--- src/rtl/systolic_feeder.sv ---
// Operand feeder for a SIZE x SIZE systolic array: buffers A columns / B rows,
// then clears the array, streams skewed zero-padded operands, drains, and holds result-valid.
module systolic_feeder #(
    parameter int SIZE         = 8,
    parameter int I_BITS       = 8,
    parameter int DRAIN_CYCLES = 8
) (
    input  logic                   i_clock,
    input  logic                   i_reset,
    input  logic                   i_valid,
    output logic                   o_ready,
    input  logic [SIZE*I_BITS-1:0] i_a_vec,
    input  logic [SIZE*I_BITS-1:0] i_b_vec,
    output logic [SIZE*I_BITS-1:0] o_a_full,
    output logic [SIZE*I_BITS-1:0] o_b_full,
    output logic                   o_array_reset,
    output logic                   o_busy,
    output logic                   o_result_valid,
    input  logic                   i_result_ack,
    output logic [2:0]             fsm_state
);

    localparam int STREAM_STEPS = 3*SIZE - 2;
    localparam int STEP_MAX     = (STREAM_STEPS > DRAIN_CYCLES) ? STREAM_STEPS : DRAIN_CYCLES;
    localparam int SW           = $clog2(STEP_MAX + 1);
    localparam int BW           = $clog2(SIZE) + 1;
    localparam logic [SW-1:0] STREAM_LAST = SW'(STREAM_STEPS - 1);
    localparam logic [SW-1:0] DRAIN_LAST  = SW'(DRAIN_CYCLES - 1);
    localparam logic [BW-1:0] BEAT_LAST   = BW'(SIZE - 1);

    typedef enum logic [2:0] {
        S_LOAD   = 3'd0,
        S_CLEAR  = 3'd1,
        S_STREAM = 3'd2,
        S_DRAIN  = 3'd3,
        S_DONE   = 3'd4
    } state_t;

    state_t                 state, state_n;
    logic [BW-1:0]          beat_cnt, beat_n;
    logic [SW-1:0]          step_cnt, step_n;
    logic                   load_beat;
    logic [I_BITS-1:0]      a_buf [SIZE][SIZE];
    logic [I_BITS-1:0]      b_buf [SIZE][SIZE];
    logic [SIZE*I_BITS-1:0] a_skew, b_skew;

    // Handshake: a beat transfers on a rising edge where i_valid && o_ready;
    // o_ready is high only in LOAD, so beats offered in any other state are dropped.
    assign o_ready   = (state == S_LOAD) && !i_reset;
    assign fsm_state = state;

    always_comb begin
        state_n   = state;
        beat_n    = beat_cnt;
        step_n    = step_cnt;
        load_beat = 1'b0;
        case (state)
            S_LOAD: begin
                if (i_valid) begin
                    load_beat = 1'b1;
                    if (beat_cnt == BEAT_LAST) begin
                        state_n = S_CLEAR;
                        beat_n  = '0;
                    end else begin
                        beat_n = beat_cnt + 1'b1;
                    end
                end
            end
            S_CLEAR: begin
                state_n = S_STREAM;
                step_n  = '0;
            end
            S_STREAM: begin
                if (step_cnt == STREAM_LAST) begin
                    state_n = S_DRAIN;
                    step_n  = '0;
                end else begin
                    step_n = step_cnt + 1'b1;
                end
            end
            S_DRAIN: begin
                if (step_cnt == DRAIN_LAST) begin
                    state_n = S_DONE;
                    step_n  = '0;
                end else begin
                    step_n = step_cnt + 1'b1;
                end
            end
            S_DONE: begin
                if (i_result_ack) state_n = S_LOAD;
            end
            default: state_n = S_LOAD;
        endcase
    end

    // Skew for the step about to be presented: lane i carries element k where i+k == step.
    always_comb begin
        a_skew = '0;
        b_skew = '0;
        for (int i = 0; i < SIZE; i++) begin
            for (int k = 0; k < SIZE; k++) begin
                if (int'(step_n) == i + k) begin
                    a_skew[I_BITS*i +: I_BITS] = a_buf[i][k];
                    b_skew[I_BITS*i +: I_BITS] = b_buf[k][i];
                end
            end
        end
    end

    always_ff @(posedge i_clock) begin
        if (load_beat) begin
            for (int k = 0; k < SIZE; k++) begin
                if (int'(beat_cnt) == k) begin
                    for (int i = 0; i < SIZE; i++) begin
                        a_buf[i][k] <= i_a_vec[I_BITS*i +: I_BITS];
                        b_buf[k][i] <= i_b_vec[I_BITS*i +: I_BITS];
                    end
                end
            end
        end
    end

    // Outputs are registered from next-state so they line up with the state they describe.
    always_ff @(posedge i_clock or posedge i_reset) begin
        if (i_reset) begin
            state          <= S_LOAD;
            beat_cnt       <= '0;
            step_cnt       <= '0;
            o_a_full       <= '0;
            o_b_full       <= '0;
            o_array_reset  <= 1'b1;
            o_busy         <= 1'b0;
            o_result_valid <= 1'b0;
        end else begin
            state          <= state_n;
            beat_cnt       <= beat_n;
            step_cnt       <= step_n;
            o_a_full       <= (state_n == S_STREAM) ? a_skew : '0;
            o_b_full       <= (state_n == S_STREAM) ? b_skew : '0;
            o_array_reset  <= (state_n == S_CLEAR);
            o_busy         <= (state_n == S_CLEAR) || (state_n == S_STREAM) || (state_n == S_DRAIN);
            o_result_valid <= (state_n == S_DONE);
        end
    end

endmodule

--- config.mk ---
export PLATFORM = sky130hd
export DESIGN_NAME = systolic_feeder
export DESIGN_NICKNAME = d
export VERILOG_FILES = /design/src/rtl/systolic_feeder.sv
export SDC_FILE = /design/constraint.sdc
export NUM_CORES = 1
export LEC_CHECK = 0
export CAP_MARGIN = 20
export CORE_MARGIN = 4
export CORE_UTILIZATION = 41
export DETAILED_ROUTE_END_ITERATION = 10
export DONT_BUFFER_PORTS = 1
export PLACE_DENSITY = 0.52
export SLEW_MARGIN = 30
export SYNTH_ARGS = -nofsm -noshare
export SYNTH_HDL_FRONTEND = slang
export SYNTH_SLANG_ARGS = --single-unit
--- constraint.sdc ---
create_clock -name i_clock -period 11.2 [get_ports i_clock]
set_clock_uncertainty 0.1 [all_clocks]
set_input_delay 1.68 -clock i_clock [delete_from_list [all_inputs] [get_ports i_clock]]
set_output_delay 1.68 -clock i_clock [all_outputs]
set_load 0.02 [all_outputs]
==> results of run 1 <==
==> worst max-delay path: stages (launching register included) <==
cell and delay [ps]:
dfrtp_1 960, inv_1 300, and3_1 260, or3_1 380, buf_4 240, clkinv_2 360
nor3_2 90, buf_4 220, nand2_2 80, buf_4 570, nand2_1 740, a21oi_1 340
a31oi_1 250
==> synthesized netlist by cell type, types with 17 or more instances <==
cell type	n
dfrtp_1	142
o22ai_1	94
a221o_1	28
a22oi_1	108
a2bb2oi_1	28
a221oi_1	76
nor2_1	154
or3_1	22
a21oi_1	98
a31oi_1	26
a22o_1	43
o21ai_0	90
o31ai_1	17
and3_1	117
edfxtp_1	1024
nor3_1	76
and2_1	120
o21a_1	20
nor4_1	27
nand2_1	106
nor2b_1	81
clkbuf_1	124
buf_2	67
==> kinds of logic (layout without fill, tap and decap cells) <==
family	after synthesis	after routing	synth area share, %
compound gates	733	733	11.9
buf+inv	219	317	2.12
xor+xnor	2	2	0.0391
other cells	0	4	0
fa+ha+maj	6	6	0.168
mux	1	1	0.0251
flops	1167	1167	76.6
simple gates	752	752	9.16
==> routing by layer <==
metal  track usage [%]  routed length (um)
met2              38.9               66400
met5                 0                   0
met3              6.55               12500
met1              29.8               54400
met4              6.00                2750
==> metrics by stage <==
stage / cells / setup WS [ps] / cell area, um^2 / util (%) / hold slack, ps
2_1_floorplan: 2880 / 4220 / 44800 / - / 367
3_3_place_gp: 4158 / 6060 / 46400 / 42.7 / 380
3_5_place_dp: 4159 / 6170 / 46500 / 42.8 / 385
4_1_cts: 4391 / 6150 / 50700 / 46.6 / 399
5_1_grt: 4394 / 5920 / 50700 / 46.6 / 431
6_report: 4396 / 6100 / 50700 / 46.6 / 401
==> power by group <==
group	internal [W]	switching, W
registers	0.00515	0.000329
clock network	0.00247	0.00171
logic	0.00179	0.00380
total	0.00942	0.00583
==> cell usage in the layout, fill, tap and decap left out, types with 28 or more instances in the layout <==
cell type,synthesis,routed
a21oi_1,98,97
dfrtp_1,142,142
a22oi_1,108,108
and3_1,117,116
a221o_1,28,28
o22ai_1,94,94
clkbuf_16,0,126
nor2b_1,81,81
nand2_1,106,100
o21ai_0,90,90
clkinv_2,1,30
edfxtp_1,1024,1024
and2_1,120,109
a2bb2oi_1,28,28
a22o_1,43,43
nor3_1,76,69
buf_4,5,65
nor2_1,154,151
a221oi_1,76,76
==> sequential cells by signal (all words and copies together), names as in the netlist <==
| register | cells |
|---|---|
| o_a_full | 64 |
| a_buf | 512 |
| b_buf | 512 |
| o_result_valid | 1 |
| fsm_state | 3 |
| beat_cnt | 4 |
| o_array_reset | 1 |
| o_b_full | 64 |
| o_busy | 1 |
| step_cnt | 5 |
==> worst max-delay path by stage <==
stage	startpoint	cells after the start	endpoint	slack [ps]
6_report	fsm_state[2]	12	o_a_full[8]	6100
5_1_grt	fsm_state[2]	12	o_a_full[8]	5920
4_1_cts	fsm_state[2]	12	o_a_full[8]	6150
3_5_place_dp	fsm_state[2]	12	o_a_full[8]	6170
3_3_place_gp	fsm_state[2]	8	a_buf[0][186]	6060
2_1_floorplan	i_valid	6	a_buf[1][152]	4220
==> cell type report <==
class | instances | area, um^2 | area share, %
Sequential cell | 1167 | 34300 | 67.7
Multi-Input combinational cell | 1494 | 9750 | 19.2
Clock buffer | 155 | 3370 | 6.65
Tap cell | 1414 | 1770 | 3.49
Clock inverter | 77 | 813 | 1.60
Timing Repair Buffer | 71 | 581 | 1.15
Inverter | 14 | 70.1 | 0.138
Antenna cell | 4 | 10.0 | 0.0197
==> metrics.txt, run 1 <==
outcome completed; Core Footprint 0.109 mm^2; vias post-DR 26.7k; CTS Buffer Depth 3; vias per cell between 6 and 7; part of the cycle the worst path needs roughly 46%; P_leak between 15 and 20 nW; post-CTS sizing 0; CTS tree built; WHS Endpoint o_a_full[58]; global-route usage over all layers 23.2%; setup TNS 0 ps; Antenna Violating Nets Remaining 0; R2R depth 12; total setup buffers inserted after CTS 0; Die H between 300 and 400 um; die footprint roughly 0.11 mm^2; R2R setup slack roughly 6100 ps; worst-path maximum fanout ~50; Setup-failing EPs final 0; Yosys reg bits about 1.2k; post-synth cell types between 70 and 80; RR Endpoint o_a_full[8]; Num Clock Sinks ~1.2k; P per Cell Area 301 mW/mm^2; vias in the first global route between 20k and 30k; main flop type after synthesis edfxtp_1; total wire length 136000 um; min-delay src a_buf[1][194]; routed len/inst about 31 um; WP data arrival between 5000 and 6000 ps; I/O pin cnt 267; worst slew pin tran around 1000 ps; endpoint class of the critical path flop; Critical Path RT roughly 12000 ps; CTS Hold Bufs 0; layout overhead on the synthesized area 13.1%; Root Driver clkbuf_16; number of synthesized flops with an enable pin between 1k and 1.5k; Hold Path Stages 1; Setup CP Type reg -> reg; Tmin final ~5100 ps; register area share after synthesis roughly 77%; initial DRC count around 2.4k; Reg2Reg Launch Point fsm_state[2]; antenna violations before repair 10; share of layout cells above drive strength 1 ~11%; mapped cell area about 0.045 mm^2; Max IR drop VDD around 360 uV; Nets 3007; Synthesis Warnings 0; startpoint type of the worst setup path flop; top cell type's share of synthesized area between 60% and 70%; hpwl dp roughly 73000 um; Mapped Avg Cell Area roughly 16 um^2; Filler Cells Inserted 9314; Hold Path Class reg -> reg; total power between 0.015 and 0.02 W; DRC 0; maximum number of pins on one net before global-route repair between 90 and 100; grt total ovfl 0; Syn Nets roughly 3.0k; top cells by area, synth edfxtp_1, dfrtp_1, a22oi_1; Die Wd about 340 um; Worst-path clk slew roughly 70 ps; num rows between 100 and 150; Fmax achieved about 200 MHz; Max Slew Vio Count 0; final hold viol count 0; IO buf count 0; Clock Latency Late Sink a little over 700 ps; Slew Limit Headroom 31.7%; Synth Instances around 2.9k; Initial Util 41.2%; Num CTS Buffers roughly 120; htree depth 3; RSZ-0062 raised after global routing false; Initial DRT Pass Iterations 7; Synth area leader edfxtp_1; first-pass GRT wire length slightly below 200000 um; Routability Congestion around 0.77; MaxCap Viol Count 0; asr flop ratio synth between 10% and 20%
(Power assumes the default switching activity.)
==> run 2: changes to the inputs <==
--- a/config.mk
+++ b/config.mk
@@ -5,6 +5,7 @@
 export SDC_FILE = /design/constraint.sdc
 export NUM_CORES = 1
 export LEC_CHECK = 0
+export ABC_AREA = 1
 export CAP_MARGIN = 20
 export CORE_MARGIN = 4
 export CORE_UTILIZATION = 41
==> constraint.sdc (replaced) <==
create_clock -name i_clock -period 4.8 [get_ports i_clock]
set_clock_uncertainty 0.1 [all_clocks]
set_input_delay 0.72 -clock i_clock [delete_from_list [all_inputs] [get_ports i_clock]]
set_output_delay 0.72 -clock i_clock [all_outputs]
set_load 0.02 [all_outputs]
==> metrics.txt, run 2 <==
Nets 3940; die footprint 0.116 mm^2; layout overhead on the synthesized area 17.2%; Clock Latency Late Sink about 740 ps; P_leak a little over 20 nW; Antenna Violating Nets Remaining 0; Die H 341 um; worst-path maximum fanout 17; startpoint type of the worst setup path flop; number of synthesized flops with an enable pin just over 1k; outcome completed; Seq pwr share about two fifths; MaxCap Viol Count 0; Final Instance Count excl. Fillers roughly 5.4k; RSZ-0062 raised after global routing false; most frequent cells in the layout edfxtp_1, nand2_1, inv_1; min-delay src i_a_vec[6]; CTS Buffer Depth 3; DRC 0; Setup-failing EPs final 0; top cells by area, synth edfxtp_1, dfrtp_1, nand2_1; part of the cycle the worst path needs slightly above 80%; Worst-path clk slew 50 ps; worst slew pin tran between 900 and 1000 ps; post-CTS sizing 0; Tmin final between 3000 and 4000 ps; Switching Share 34.5%; vias per cell between 5 and 6; P per Cell Area between 500 and 600 mW/mm^2; Setup CP Type reg -> reg; asr flop ratio synth roughly an eighth; final design utilization about half; num rows around 120; Mapped Avg Cell Area approximately 12 um^2; share of layout cells above drive strength 1 11.5%; Buf/Inv on CP 3; first-pass GRT wire length roughly 190000 um; top cell type's share of synthesized area 67.6%; CP max stage delay about 750 ps; most numerous cell in the Yosys netlist edfxtp_1; Psw around 0.011 W; Num Clock Sinks between 1k and 1.5k; Reg2Reg Launch Point step_cnt[0]; Filler Cells Inserted between 9k and 10k; maximum number of pins on one net before global-route repair 97; mapped cell area ~0.045 mm^2; Combinational Power Share a little over a quarter; Max IR drop VDD approximately 470 uV; WP data arrival 4440 ps; Synthesis Warnings 0; critical path's top delay family simple AND/OR/NAND/NOR gates; CP dominant cell by count nand3_1; I/O pin cnt between 200 and 300; grt total ovfl 0; Crit. Startpoint step_cnt[0]; Num CTS Buffers 130; initial DRC count about 2.3k; antenna violations before repair 3; Synth area leader edfxtp_1; R2R setup slack approximately 830 ps; CTS tree built; Routability Congestion around 0.76; Max Slew Vio Count 0; routed len/inst 23.6 um; vias in the first global route roughly 28k; Synth Instances ~3.7k; Fmax achieved roughly 250 MHz; Core Footprint between 0.1 and 0.15 mm^2; htree depth 4; global-route usage over all layers a little over a fifth; Syn Nets between 3k and 4k; total wire length between 100000 and 150000 um; Critical Path RT approximately 5300 ps; main flop type after synthesis edfxtp_1; post-synth cell types 34; hold_ws 61.4 ps; Slew Limit Headroom a little over a third; Root Driver clkbuf_16; commonest non-fill, non-tap cell in the layout edfxtp_1; CP max-delay cell nor2_4; final hold viol count 0; setup TNS 0 ps; total power 0.0315 W; Yosys reg bits 1167; register area share after synthesis between 70% and 80%; Initial DRT Pass Iterations 5; hpwl dp about 70000 um; vias post-DR around 28k; endpoint class of the critical path flop; Die Wd roughly 340 um; Initial Util 41.6%; clock share of power a little under a third; Int Pwr between 0.02 and 0.025 W; Hold Path Class in -> reg; IO buf count 0; most frequent cells after synthesis edfxtp_1, nand2_1, inv_1; critical-path cell list ha_1, inv_1, nor2_1, nand2_1, nand3_1, nand3_1, inv_2, nand3_1, nor2_4, buf_4, a21oi_1, a21oi_1; biggest regs a_buf (512), b_buf (512); # placed instances approximately 5k
-- run 2: area by class of cell --
cell class / instances / area [um^2] / share of cell area, %
flip-flops and latches: 1167 / 34300 / 64.4
diodes: 3 / 7.51 / 0.0141
inverters: 319 / 1210 / 2.27
clock buffers: 186 / 3720 / 6.97
well taps: 1476 / 1850 / 3.46
repair buffers: 196 / 1920 / 3.60
clock inverters: 51 / 537 / 1.01
multi-input cells: 1988 / 9760 / 18.3
-- run 2: cell families (layout without fill, tap and decap cells) --
family / count (synthesis) / in the layout / synth area share [%]
compound gates: 386 / 386 / 4.51
xor+xnor: 3 / 3 / 0.0578
fa+ha+maj: 6 / 6 / 0.165
buf+inv: 507 / 752 / 4.39
flops: 1167 / 1167 / 75.5
other cells: 0 / 3 / 0
simple gates: 1593 / 1593 / 15.4
-- run 2: repair_timing --
action | in CTS | in global routing
hold buffers | 108 | 0
hold endpoints to repair | 701 | 0
buffers inserted | 0 | 0
-- run 2: per-layer routing --
layer	vias to the layer above	global-route usage, %	wire [um]
met1	13931	29.7	54800
met2	863	35.5	60200
met5	-	0	0
li1	12967	-	-
met3	194	4.95	8900
met4	0	6.16	2910
-- run 2: final timing paths --
check / to / cells after the start
max: o_a_full[33] / 12
min: a_buf[0][6] / 2
max reg2reg: o_a_full[33] / 12
min reg2reg: o_b_full[53] / 2
max in group asynchronous: o_a_full[9] / 3
min in group asynchronous: o_b_full[29] / 2
-- run 2: power by group through the flow --
stage / sequential, W / clock, W / combinational, W
2_1_floorplan: 0.0133 / 0 / 0.00535
3_3_place_gp: 0.0134 / 0 / 0.00842
3_5_place_dp: 0.0134 / 0 / 0.00852
4_1_cts: 0.0132 / 0.0100 / 0.00868
5_1_grt: 0.0133 / 0.0105 / 0.00953
6_report: 0.0132 / 0.00984 / 0.00853
-- run 2: per-stage QoR --
step,setup WS (ps),area (um^2)
finish,826,53300
global route,548,53300
floorplan,-760,46000
detailed placement,905,48000
global placement,961,48000
CTS,873,53300
